## src/rtl/ro_freq_meter_pkg.sv

```systemverilog
// Shared types and defaults for the ring-oscillator frequency meter.
// FSM states, parameter defaults and synchronizer depth floor.
package ro_freq_meter_pkg;

  typedef enum logic [1:0] {
    IDLE,
    GATE,
    DONE
  } state_t;

  localparam int NUM_CH_DEF      = 8;
  localparam int CNT_W_DEF       = 16;
  localparam int GATE_W_DEF      = 20;
  localparam int SYNC_STAGES_DEF = 2;
  localparam int SYNC_MIN        = 2;

  function automatic int sync_depth(input int n);
    return (n < SYNC_MIN) ? SYNC_MIN : n;
  endfunction

endpackage

```

## src/rtl/ro_edge_sync.sv

```systemverilog
// One oscillator channel: multi-flop synchronizer plus rising-edge detect.
// Runs in every FSM state so the gate never opens on a stale edge.
module ro_edge_sync
  import ro_freq_meter_pkg::*;
#(
  parameter int STAGES = SYNC_MIN
)(
  input  logic clk,
  input  logic rst,
  input  logic async_in,
  output logic rise
);

  logic [STAGES-1:0] sync_q;
  logic              prev_q;

  // shift the async input through the sync chain, keep last synced value
  always_ff @(posedge clk or posedge rst) begin
    if (rst) begin
      sync_q <= '0;
      prev_q <= 1'b0;
    end else begin
      sync_q <= {sync_q[STAGES-2:0], async_in};
      prev_q <= sync_q[STAGES-1];
    end
  end

  assign rise = sync_q[STAGES-1] & ~prev_q;

endmodule

```

## src/rtl/ro_freq_meter.sv

```systemverilog
// Multi-channel gated edge counter for the ring-oscillator array.
// Define FREQ_METER_SAT_EN for saturating counters with sticky sat flags.
module ro_freq_meter
  import ro_freq_meter_pkg::*;
#(
  parameter int NUM_CH      = NUM_CH_DEF,
  parameter int CNT_W       = CNT_W_DEF,
  parameter int GATE_W      = GATE_W_DEF,
  parameter int SYNC_STAGES = SYNC_STAGES_DEF
)(
  input  logic                    clk,
  input  logic                    rst,
  input  logic                    start,
  input  logic [GATE_W-1:0]       gate_cycles,
  input  logic [NUM_CH-1:0]       osc_in,
  output logic                    busy,
  output logic                    done,
  output logic [NUM_CH*CNT_W-1:0] count_out,
  output logic [NUM_CH-1:0]       sat
);

  localparam int SYNC_N = sync_depth(SYNC_STAGES);

  state_t                       state_q, state_d;
  logic [GATE_W-1:0]            gate_q, gate_d;
  logic [NUM_CH-1:0][CNT_W-1:0] work_q, work_d;
  logic [NUM_CH-1:0][CNT_W-1:0] count_q;
  logic [NUM_CH-1:0]            satw_q, satw_d;
  logic [NUM_CH-1:0]            sat_q;
  logic [NUM_CH-1:0]            rise;
  logic                         latch;

  for (genvar g = 0; g < NUM_CH; g++) begin : g_ch
    ro_edge_sync #(
      .STAGES(SYNC_N)
    ) u_sync (
      .clk      (clk),
      .rst      (rst),
      .async_in (osc_in[g]),
      .rise     (rise[g])
    );
  end

  // next state, gate countdown and per-channel counting
  always_comb begin
    state_d = state_q;
    gate_d  = gate_q;
    work_d  = work_q;
    satw_d  = satw_q;
    latch   = 1'b0;
    unique case (state_q)
      IDLE: begin
        if (start) begin
          work_d = '0;
          satw_d = '0;
          if (gate_cycles != '0) begin
            gate_d  = gate_cycles;
            state_d = GATE;
          end else begin
            state_d = DONE;
            latch   = 1'b1;
          end
        end
      end
      GATE: begin
        gate_d = gate_q - GATE_W'(1);
        for (int c = 0; c < NUM_CH; c++) begin
          if (rise[c]) begin
`ifdef FREQ_METER_SAT_EN
            if (&work_q[c]) satw_d[c] = 1'b1;
            else work_d[c] = work_q[c] + CNT_W'(1);
`else
            work_d[c] = work_q[c] + CNT_W'(1);
`endif
          end
        end
        if (gate_q == GATE_W'(1)) begin
          state_d = DONE;
          latch   = 1'b1;
        end
      end
      DONE: state_d = IDLE;
      default: state_d = IDLE;
    endcase
  end

  // state and counters; results latched on entry to DONE
  always_ff @(posedge clk or posedge rst) begin
    if (rst) begin
      state_q <= IDLE;
      gate_q  <= '0;
      work_q  <= '0;
      satw_q  <= '0;
      count_q <= '0;
      sat_q   <= '0;
    end else begin
      state_q <= state_d;
      gate_q  <= gate_d;
      work_q  <= work_d;
      satw_q  <= satw_d;
      if (latch) begin
        count_q <= work_d;
        sat_q   <= satw_d;
      end
    end
  end

  assign busy      = (state_q != IDLE);
  assign done      = (state_q == DONE);
  assign count_out = count_q;
  assign sat       = sat_q;

endmodule

```

## config.mk

```make
export PLATFORM = sky130hd
export DESIGN_NAME = ro_freq_meter
export DESIGN_NICKNAME = d
export VERILOG_FILES = /design/src/rtl/ro_freq_meter_pkg.sv /design/src/rtl/ro_edge_sync.sv /design/src/rtl/ro_freq_meter.sv
export SDC_FILE = /design/constraint.sdc
export NUM_CORES = 1
export LEC_CHECK = 0
export CELL_PAD_IN_SITES_DETAIL_PLACEMENT = 0
export CELL_PAD_IN_SITES_GLOBAL_PLACEMENT = 1
export CORE_ASPECT_RATIO = 0.6
export CORE_MARGIN = 10
export CORE_UTILIZATION = 35
export CTS_BUF_LIST = sky130_fd_sc_hd__clkbuf_4
export DETAILED_ROUTE_END_ITERATION = 10
export HOLD_SLACK_MARGIN = 0.08
export PLACE_DENSITY_LB_ADDON = 0.25
export SLEW_MARGIN = 20
export SYNTH_ARGS = -nofsm -noshare
export SYNTH_HDL_FRONTEND = slang
export SYNTH_SLANG_ARGS = --single-unit
```

## constraint.sdc

```tcl
create_clock -name clk -period 11.5 [get_ports clk]
set_input_delay 2.3 -clock clk [delete_from_list [all_inputs] [get_ports clk]]
set_output_delay 2.3 -clock clk [all_outputs]
set_load 0.03 [all_outputs]
```

Word-level counts from Yosys, hierarchy flattened
Index checks and enable logic that the tools add are counted.
- bits in registers: 318
- bits of input ports: 31
- output and inout bits: 138
- logic and storage cells: 96
- add/sub/neg operators: 9
- eq/ne operators: 6
- mux-type cells: 23
- bitwise operators: 16
- reductions and logical operators: 6
- operator list (kind ; count):
    $pmux W128 S2 ; 1
    $add A16 B1 Y16 const B ; 8
    $mux W128 ; 1
    $mux W16 ; 8
    $mux W20 ; 2
    $pmux W20 S2 ; 1
    $eq A20 B1 Y1 const B ; 1
    $reduce_bool A20 Y1 ; 1
    $sub A20 B1 Y20 const B ; 1
    $mux W8 ; 2
    $and A1 B1 Y1 ; 8
    $not A1 Y1 ; 8
    $mux W2 ; 3
    $ne A2 B2 Y1 const B ; 3
    $pmux W2 S2 ; 1
    $reduce_bool A2 Y1 ; 2
    $mux W1 ; 3
    $reduce_and A3 Y1 ; 1
    $eq A2 B1 Y1 const B ; 1
    $eq A2 B2 Y1 const B ; 1
    $logic_not A2 Y1 ; 1
    $pmux W1 S2 ; 1
    $reduce_and A2 Y1 ; 1

Depth between registers and ports, before layout
Gate-level depths: netlist (run 1).
- depth after elaboration: 4
- depth in mapped cells: 9
- gate-level depth less buffers: 6

Cells and area by module
A second synthesis (run 1) with hierarchy kept.
- cell total of the unflattened synthesis: 1284
- area, all modules: 14346.3 µm²
- modules (own cells, without submodules) (module ; instances ; cells an instance ; area each (µm²) ; sequential area each (µm²)):
    ro_freq_meter ; 1 ; 1244 ; 13605.5 ; 7357.1
    ro_edge_sync ; 8 ; 5 ; 92.6 ; 75.1

Worst setup path after synthesis (run 1)
OpenSTA, ideal clock, no wires.
- path type: in2reg
- start point: in gate_cycles[11]
- end point: reg count_q, in the netlist count_out[27]
- library setup time: 0.128 ns
- arrival: 3.659 ns
- required time: 11.372 ns
- slack: 7.713 ns
- cell stages on the path: 8
- path buffers: 3
- cells stage by stage: nor4_1 nand3_1 nor2_1 a21oi_1 buf_6 buf_6 buf_6 mux2_1
- cells in the longest elaborated chain, start to end: 4
- RTL lines (item ; RTL line ; source):
    from (decl) ; ro_freq_meter.sv:14 ; input logic [GATE_W-1:0] gate_cycles,
    $reduce_bool A20 Y1 ; ro_freq_meter.sv:56 ; if (gate_cycles != '0) begin
    $mux W1 ; ro_freq_meter.sv:56 ;
    $mux W1 ; ro_freq_meter.sv:53 ; if (start) begin
    $pmux W1 S2 ; ro_freq_meter.sv:51 ; unique case (state_q)
    to (signal assigned) ; ro_freq_meter.sv:102 ; count_q <= work_d;
    to (decl) ; ro_freq_meter.sv:27 ; logic [NUM_CH-1:0][CNT_W-1:0] count_q;
Every way passes these cells.
A chain may end at the register's enable or synchronous reset.

Worst setup path after layout (run 1)
- start point: in gate_cycles[11]
- end point: reg count_q, in the netlist count_out[49]
Same word-level chain as after synthesis.

==> qor.yml, run 1 <==
outcome: "complete, no violations"
cts_buffer_depth: 3
fin_cells: 2023
clk_pin_slew_ns: 0.06
yosysTopAreaCellShare_pct: 55.6
worst_path_max_delay_cell: "buf_4"
top_level_ports: 169
post-dp-hpwl_um: 25000
pwr_density_cell_nw_per_um2: 170
multi_input_area_um2: 6020
finalNetCount: 1488
path_class: "primary input to register"
synthArstFlopShare_pct: 100
placed_cells: 1895
grt_pass1_vias: 10886
power.share.clock_pct: 30.8
cp-start-kind: "primary input"
die_w_um: 281
grt_setup_unrepaired: "false"
clock-sinks: 318
rows: 57
tightest_slew_ns: 0.990
drt-wirelength-per-cell_um: 19.1
cts_buffers: 81
fmax_mhz: 211
ff_latch_area_um2: 7960
p_switching_mw: 1.07
synth_edf_count: 0
die-height_um: 177
critical_path.max_fanout: 58
drive_gt1_share_pct: 19.0
synth-seq-area-share_pct: 55.6
intPower_mw: 1.90
clockRootBuffer: "clkbuf_4"
cp.required_ns: 12.08
crit_buf_inv: 2
fin_crit_ns: 4.75
ir_drop_uv: 88.3
die_area_um2: 49600
overflow: 0
avgSynthCellArea_um2: 11.5
fillers: 3868
route.detailed.drc: 0
cts_tree: "done"
syn-instance-count: 1245
start_util_pct: 35.4
viasPerCell: 5.28
power_leakage_nw: 7.88
io_buffers: 168
areaGrowthSynthToFinish_pct: 21.9
grt_usage_pct: 15.6
drtAntennaViolNets: 0
worstSetupEndpointType: "register"
cts_hold_buf: 0
maxSlewHeadroom_pct: 33.8
synth_area_leaders: "dfrtp_1 56%, mux2_2 8.0%, mux2_4 3.3%"
comb_power_share_pct: 24.1
min_path_type: "register to register"
report.final.hold_viol_count: 0
grt_max_degree: 130
cp_slowest_stage_delay_ns: 0.89
drt_iter0_drc: 753
swShare_pct: 36.2
drt_wl_total_um: 38600
synthesis.area_um2: 14300
synth_most_common_cell: "dfrtp_1"
tns_ns: 0
setup_violations: 0
grt_pass1_wl_um: 61900
fin_skew_ns: 0.0409
place_congestion: 0.828
cp.arrival_ns: 5.32
cts_setup_buffers: 0
path_cells: "clkdlybuf4s50_1 -> nor4_1 -> nand3_1 -> nor2_1 -> a21oi_4 -> buf_4 -> mux2_2"
synth-seq-cells: 318
syn-num-nets: 1286
design_area_um2: 17400
cts-resized-gates: 0
synth_common_cells: "318 x dfrtp_1, 105 x nand2_1, 101 x mux2_2"
pwr-share-seq_pct: 45.1
yosysUniqueCellTypes: 64
yosys_warnings: 0
place_area_um2: 16500
drt_pass1_iterations: 7
drv_slew: 0
num_vias: 10691
h-tree-depth: 3
synth-main-ff-cell: "dfrtp_1"
power_mw: 2.97
fin_crit_sh_pct: 41.3
antenna_found_initial: 1
clk_latency_ns: 0.74
maxCapViolCount: 0
yosysTopAreaCell: "dfrtp_1"
cp_top_family: "buffers and inverters"
core_area_um2: 40400
-- power groups by stage --
stage	Sequential (mW)	Clock, mW	Combinational [mW]
finish	1.34	0.915	0.716
global route	1.36	1.01	0.812
CTS	1.33	0.959	0.730
detailed placement	1.35	0	0.728
global placement	1.35	0	0.723
floorplan	1.33	0	0.485
-- stage by stage --
stage / utilization [%] / hold WS (ns) / setup WS (ns)
2_1_floorplan: - / 0.331 / 0.400
3_3_place_gp: 40.8 / 0.332 / 6.04
3_5_place_dp: 40.8 / 0.336 / 5.97
4_1_cts: 43.1 / 0.349 / 6.77
5_1_grt: 43.1 / 0.360 / 6.62
6_report: 43.1 / 0.344 / 6.75
-- worst paths after layout --
path | cells past startpoint | from | slack, ns | end
min in group asynchronous | 2 | rst | 2.15 | satw_q[1]$_DFF_PP0_
hold reg to reg | 0 | g_ch[1].u_sync.sync_q[0]$_DFF_PP0_ | 0.34 | g_ch[1].u_sync.sync_q[1]$_DFF_PP0_
setup reg to reg | 6 | state_q[0]$_DFFE_PP0P_ | 8.06 | count_out[49]$_DFFE_PP0P_
hold / removal | 0 | g_ch[1].u_sync.sync_q[0]$_DFF_PP0_ | 0.34 | g_ch[1].u_sync.sync_q[1]$_DFF_PP0_
setup / recovery | 7 | gate_cycles[11] | 6.75 | count_out[49]$_DFFE_PP0P_
max in group asynchronous | 3 | rst | 7.82 | work_q[62]$_DFF_PP0_
-- cell type report --
class	instances	area share, %
diodes	1	0.0144
inverters	19	0.452
multi-input cells	844	34.5
well taps	531	3.81
flip-flops and latches	318	45.7
clock inverters	21	0.682
repair buffers	183	10.3
clock buffers	106	4.57
-- cell usage in the layout (no fill, tap or decap), types with 7 or more instances in the layout --
cell type / netlist / layout
nor2_1: 53 / 51
nand4_1: 40 / 40
nand4b_1: 7 / 7
and2_1: 9 / 9
or4_1: 20 / 20
nor3_1: 23 / 23
mux2_4: 31 / 31
o211ai_1: 16 / 16
clkdlybuf4s50_1: 0 / 168
o21ai_0: 67 / 67
clkinv_1: 0 / 12
a21oi_1: 47 / 46
dfrtp_1: 318 / 318
a22o_1: 8 / 8
a21o_1: 9 / 9
and3_1: 11 / 11
or3_1: 19 / 19
ha_1: 10 / 10
inv_1: 19 / 18
xnor2_1: 7 / 7
and4_1: 7 / 7
nor4_1: 28 / 28
nand3_1: 61 / 61
buf_4: 0 / 15
o31ai_1: 14 / 13
a31oi_1: 21 / 21
mux2_2: 101 / 101
mux2_1: 9 / 9
clkbuf_4: 0 / 106
nand2b_1: 8 / 7
nand2_1: 105 / 105
mux2i_1: 32 / 32
-- kinds of logic after synthesis --
family          count (synthesis)  synth area share, %
buf+inv                        83                 2.62
compound gates                234                 10.5
mux                           173                 14.2
flops                         318                 55.6
xor+xnor                        7                0.429
fa+ha+maj                      10                0.875
simple gates                  420                 15.8
-- worst register-to-register path, cell delays in order, from the launching register on --
cell and delay, ns:
dfrtp_1 0.43, buf_4 0.28, nand2b_4 0.36, nor4_4 0.12, a21oi_4 0.77, buf_4 0.89, mux2_2 0.45
-- per-layer routing --
layer	track usage (%)	vias to the layer above	routed length [µm]
met5	0	-	0
met2	23.9	261	17600
met1	21.5	5279	18300
met3	3.93	57	2100
met4	4.76	0	611
li1	-	5094	-
-- state kept, by name (all words and copies together) (netlist names) --
| name | count |
|---|---|
| state_q | 2 |
| work_q | 128 |
| g_ch.u_sync.prev_q | 8 |
| sat | 8 |
| gate_q | 20 |
| satw_q | 8 |
| g_ch.u_sync.sync_q | 16 |
| count_out | 128 |
No activity file was read; power rests on OpenSTA's default activity.
==> run 2, diff against run 1 <==
==> constraint.sdc (replaced) <==
create_clock -name clk -period 4.4 [get_ports clk]
set_input_delay 0.88 -clock clk [delete_from_list [all_inputs] [get_ports clk]]
set_output_delay 0.88 -clock clk [all_outputs]
set_load 0.03 [all_outputs]
==> run 2 against run 1 <==
Effect of this change: combinational power rose to 2.7 times the previous value; non-clock buffer count rose by 5; critical path depth decreased by 5; global-route usage down 0.23 points.
==> qor.yml, run 2 (synthesized netlist as in run 1, its figures left out) <==
pwr_density_cell_nw_per_um2: 443  # +160%
cp-start-kind: "register"
io_buffers: 168  # unchanged
post-dp-hpwl_um: 25600  # +2.3%
worstSetupEndpointType: "output pin"
antenna_found_initial: 2  # +1
grt_pass1_wl_um: 61100  # -1.2%
die_area_um2: 49600  # unchanged
clock-sinks: 318  # unchanged
timing.rr.start: "state_q[1]$_DFFE_PP0P_"
fmax_mhz: 308
drt-wirelength-per-cell_um: 18.8  # -1.6%
timing.hold.ws_ns: 0.341  # -0.00328 ns
final_cell_mix: "318 x dfrtp_1, 168 x clkdlybuf4s50_1, 107 x clkbuf_4, 105 x nand2_1, 101 x mux2_2"
path_class: "register to output pin"
outcome: "complete, no violations"
critical_path.max_fanout: 11  # -81%
cp.arrival_ns: 2.37  # -2.95 ns
start_util_pct: 35.4  # unchanged
place_congestion: 0.788  # -4.8%
fin_skew_ns: 0.0244  # -0.0165 ns
clockRootBuffer: "clkbuf_4"
finalNetCount: 1491  # +0.20%
drt_wl_total_um: 38200  # -1.1%
die_w_um: 281  # unchanged
rows: 57  # unchanged
maxCapViolCount: 0  # unchanged
grt_max_degree: 99  # -24%
overflow: 0  # unchanged
cts_buffers: 79  # -2.5%
clk_latency_ns: 0.74  # about the same
grt_usage_pct: 15.4  # -0.23 points
final_common_cell: "dfrtp_1"
route.detailed.drc: 0  # unchanged
grt_setup_unrepaired: "false"
clk_pin_slew_ns: 0.07  # about the same
hp-start: "g_ch[4].u_sync.sync_q[0]$_DFF_PP0_"
cts_tree: "done"
setup_violations: 0  # unchanged
num_vias: 10651  # -0.37%
drt_pass1_iterations: 6  # -1
grt_pass1_vias: 10733  # -1.4%
design_area_um2: 17600  # +0.81%
fin_crit_ns: 3.25
drv_slew: 0  # unchanged
tightest_slew_ns: 0.904  # -0.0860 ns
ir_drop_uv: 258  # +190%
min_path_type: "register to register"
die-height_um: 177  # unchanged
h-tree-depth: 3  # unchanged
place_area_um2: 16600  # +0.81%
startpoint: "state_q[1]$_DFFE_PP0P_"
drtAntennaViolNets: 0  # unchanged
core_area_um2: 40400  # unchanged
drive_gt1_share_pct: 19.1  # +0.099 points
cts-resized-gates: 0  # unchanged
rrSetupSlack_ns: 1.55  # -6.51 ns
tns_ns: 0  # unchanged
cts_buffer_depth: 3  # unchanged
areaGrowthSynthToFinish_pct: 22.8
drt_iter0_drc: 728  # -3.3%
report.final.hold_viol_count: 0  # unchanged
power_leakage_nw: 7.94  # +0.84%
cts_setup_buffers: 0  # unchanged
cts_hold_buf: 0  # unchanged
cp.required_ns: 3.52  # -8.56 ns
top_level_ports: 169  # unchanged
fin_crit_sh_pct: 73.8
maxSlewHeadroom_pct: 39.1  # +5.3 points
viasPerCell: 5.24  # -0.82%
run 2: changes by cell type in the layout (fill, tap and decap cells not counted), sizes merged:
cell / before / now
clkbuf: 106 / 107
clkinv: 17 / 20
diode: 1 / 2
clkinvlp: 2 / 1
buf: 15 / 20
run 2: path summary, 6_finish.rpt:
check	to	cells after the start
min in group asynchronous	g_ch[2].u_sync.sync_q[0]$_DFF_PP0_	2
max in group asynchronous	gate_q[8]$_DFFE_PP0P_	3
min reg2reg	g_ch[4].u_sync.sync_q[1]$_DFF_PP0_	0
max	done	2
min	g_ch[4].u_sync.sync_q[1]$_DFF_PP0_	0
max reg2reg	count_out[112]$_DFFE_PP0P_	6
run 2: metrics by stage:
step,cells,setup WS [ns],total power [mW],utilization [%]
finish,2032,1.15,7.79,43.5
global route,2032,0.972,8.35,43.5
CTS,2030,0.993,7.93,43.4
detailed placement,1900,0.879,5.47,41.2
global placement,1900,0.896,5.43,41.2
floorplan,1245,-0.719,4.73,-
run 2: critical path: stages, from the launching register on:
cell and delay [ns]:
dfrtp_1 0.74, nor2b_1 0.21, clkdlybuf4s50_1 0.68
run 2: metal layers:
layer	routed length, µm	GRT usage, %
met1	18700	21.6
met4	945	5.47
met5	0	0
met3	2300	4.39
met2	16200	22.2
run 2: layout make-up:
cell class / count / area, µm²
fill: 3822 / 22900
sequential: 318 / 7960
multi-input combinational: 844 / 6020
timing repair buffer: 188 / 1930
clock buffer: 107 / 803
tap: 531 / 664
clock inverter: 23 / 116
inverter: 19 / 75.1
antenna: 2 / 5.00
run 2: power by group:
part	total, mW	internal (mW)	switching [mW]
clock network	2.39	1.18	1.21
registers	3.51	3.20	0.304
logic	1.90	0.631	1.27
total	7.79	5.01	2.78
==> run 3, diff against run 2 <==
==> constraint.sdc (replaced) <==
create_clock -name clk -period 3.34 [get_ports clk]
set_input_delay 0.668 -clock clk [delete_from_list [all_inputs] [get_ports clk]]
set_output_delay 0.668 -clock clk [all_outputs]
set_load 0.03 [all_outputs]
==> run 3 against run 2 <==
Effect of this change: die area is the same; wire length grew 0.40%; sequential cell count is the same; sequential share of layout area decreased by 0.31 points; combinational power is 34% higher; final area grew 0.71%; highest routed layer unchanged.
==> qor.yml, run 3 (synthesized netlist as in run 1, its figures left out) <==
comb_power_share_pct: 24.1  # -0.2 points
p_switching_mw: 3.76  # +35%
clk_latency_ns: 0.76  # +0.02 ns
pwr-share-seq_pct: 43.9  # -1.1 points
io_buffers: 168  # unchanged
cp.arrival_ns: 2.33  # -0.04 ns
num_vias: 10758  # +1.0%
areaGrowthSynthToFinish_pct: 23.7
ff_latch_area_um2: 7960  # about the same
antenna_found_initial: 2  # unchanged
fmax_mhz: 334
tightest_slew_ns: 0.716  # -0.188 ns
critical_path.max_fanout: 10  # -1
cts_buffer_depth: 3  # unchanged
cts_buffers: 80  # +1.3%
place_area_um2: 16700  # about the same
core_area_um2: 40400  # unchanged
drtAntennaViolNets: 0  # unchanged
die-height_um: 177  # unchanged
worstSetupEndpointType: "output pin"
final_cell_mix: "317 x dfrtp_1, 168 x clkdlybuf4s50_1, 114 x clkbuf_4, 105 x nand2_1, 101 x mux2_2"
drv_slew: 0  # unchanged
intPower_mw: 6.82  # +36%
pwr_density_cell_nw_per_um2: 598  # +35%
drt_iter0_drc: 717  # -1.5%
worst_path_max_delay_cell: "clkdlybuf4s50_1"
die_w_um: 281  # unchanged
viasPerCell: 5.24  # about the same
rows: 57  # unchanged
final_common_cell: "dfrtp_1"
path_class: "register to output pin"
setup_violations: 0  # unchanged
die_area_um2: 49600  # unchanged
power.share.clock_pct: 32.0  # +1.3 points
tns_ns: 0  # unchanged
cts_setup_buffers: 0  # unchanged
grt_usage_pct: 15.5  # +0.096 points
drt_wl_total_um: 38300  # +0.40%
start_util_pct: 35.4  # unchanged
cp-start-kind: "register"
fin_crit_ns: 3.00
overflow: 0  # unchanged
grt_pass1_vias: 10917  # +1.7%
fin_skew_ns: 0.0539  # +0.0294 ns
drt_pass1_iterations: 5  # -1
setup_slack_ns: 0.342  # -0.811 ns
fillers: 3819  # -0.078%
pre_cts_ws_ns: 0.405  # -0.474 ns
cts_hold_buf: 0  # unchanged
multi_input_area_um2: 6020  # unchanged
place_congestion: 0.771  # -2.1%
route.detailed.drc: 0  # unchanged
power_mw: 10.6  # +36%
grt_max_degree: 125  # +26%
grt_pass1_wl_um: 61400  # +0.45%
fin_cells: 2053  # +1.0%
cp_top_family: "buffers and inverters"
clock-sinks: 318  # unchanged
maxSlewHeadroom_pct: 52.3  # +13 points
power_leakage_nw: 8.02  # +0.93%
maxCapViolCount: 0  # unchanged
min_path_type: "primary input to register"
report.final.hold_viol_count: 0  # unchanged
placed_cells: 1907  # +0.37%
cts_tree: "done"
cts-resized-gates: 0  # unchanged
design_area_um2: 17700  # +0.71%
clk_pin_slew_ns: 0.06  # about the same
cp.required_ns: 2.67  # -0.85 ns
clockRootBuffer: "clkbuf_4"
crit_buf_inv: 2  # +1
path_cells: "buf_4 -> or2_2 -> clkdlybuf4s50_1"
post-dp-hpwl_um: 25800  # +0.74%
grt_setup_unrepaired: "false"
drt-wirelength-per-cell_um: 18.7  # -0.62%
fin_crit_sh_pct: 89.8
drive_gt1_share_pct: 19.9  # +0.78 points
ir_drop_uv: 297  # +15%
h-tree-depth: 3  # unchanged
finalNetCount: 1499  # +0.54%
top_level_ports: 169  # unchanged
swShare_pct: 35.6  # -0.10 points
cp_slowest_stage_delay_ns: 0.59  # -0.15 ns
outcome: "complete, no violations"
[run 3: cell count changes in the layout (fill, tap and decap cells not counted), moves of 2 or more]
cell and change:
buf_4 +10, clkbuf_4 +7, clkinv_1 +7, buf_12 -3, clkinv_2 +2, inv_2 -2
[run 3: worst paths after layout]
kind                            cells after the start  slack, ns                                 end                          startpoint
worst max-delay path                                3       0.34                                busy              state_q[0]$_DFFE_PP0P_
worst min-delay path                                1       0.35  g_ch[7].u_sync.sync_q[0]$_DFF_PP0_                           osc_in[7]
worst max register to register                      6       0.53           count_out[13]$_DFFE_PP0P_               gate_q[7]$_DFFE_PP0P_
worst min register to register                      0       0.35  g_ch[4].u_sync.sync_q[1]$_DFF_PP0_  g_ch[4].u_sync.sync_q[0]$_DFF_PP0_
max in group asynchronous                           4       2.17           count_out[10]$_DFFE_PP0P_                                 rst
min in group asynchronous                           3       0.38                  sat[0]$_DFFE_PP0P_                                 rst
[run 3: layout make-up]
cell class | instances | area share, %
diodes | 1 | 0.0141
clock inverters | 31 | 0.990
clock buffers | 114 | 4.84
flip-flops and latches | 318 | 45.0
inverters | 19 | 0.424
multi-input cells | 844 | 34.0
well taps | 531 | 3.75
repair buffers | 195 | 11.0
[run 3: worst register-to-register path: cells and delay by family, from the launching register on]
family	cells	cell delay [ns]
DFF	1	0.44
and+or+nand+nor	3	1.44
muxes	1	0.49
buffers and inverters	1	0.26
AOI/OAI and AO/OA	1	0.07
[run 3: stage by stage]
stage | util, % | hold slack, ns
6_report | 43.8 | 0.349
3_5_place_dp | 41.2 | 0.336
2_1_floorplan | - | 0.331
5_1_grt | 43.8 | 0.278
4_1_cts | 43.8 | 0.275
3_3_place_gp | 41.2 | 0.332
[run 3: power by group through the flow]
stage                     Combinational (mW)  Sequential, mW  Clock, mW
after floorplan                         1.67            4.57          0
after global placement                  2.54            4.68          0
after detailed placement                2.58            4.70          0
after CTS                               2.59            4.63       3.53
after global routing                    2.84            4.70       3.75
final                                   2.55            4.64       3.38
[run 3: layer usage]
metal	track usage, %	vias up	part of all wire, %
met5	0	-	0
met4	4.87	0	1.8
met3	4.63	57	6.5
met2	22.6	282	43
met1	21.7	5286	49
li1	-	5133	-
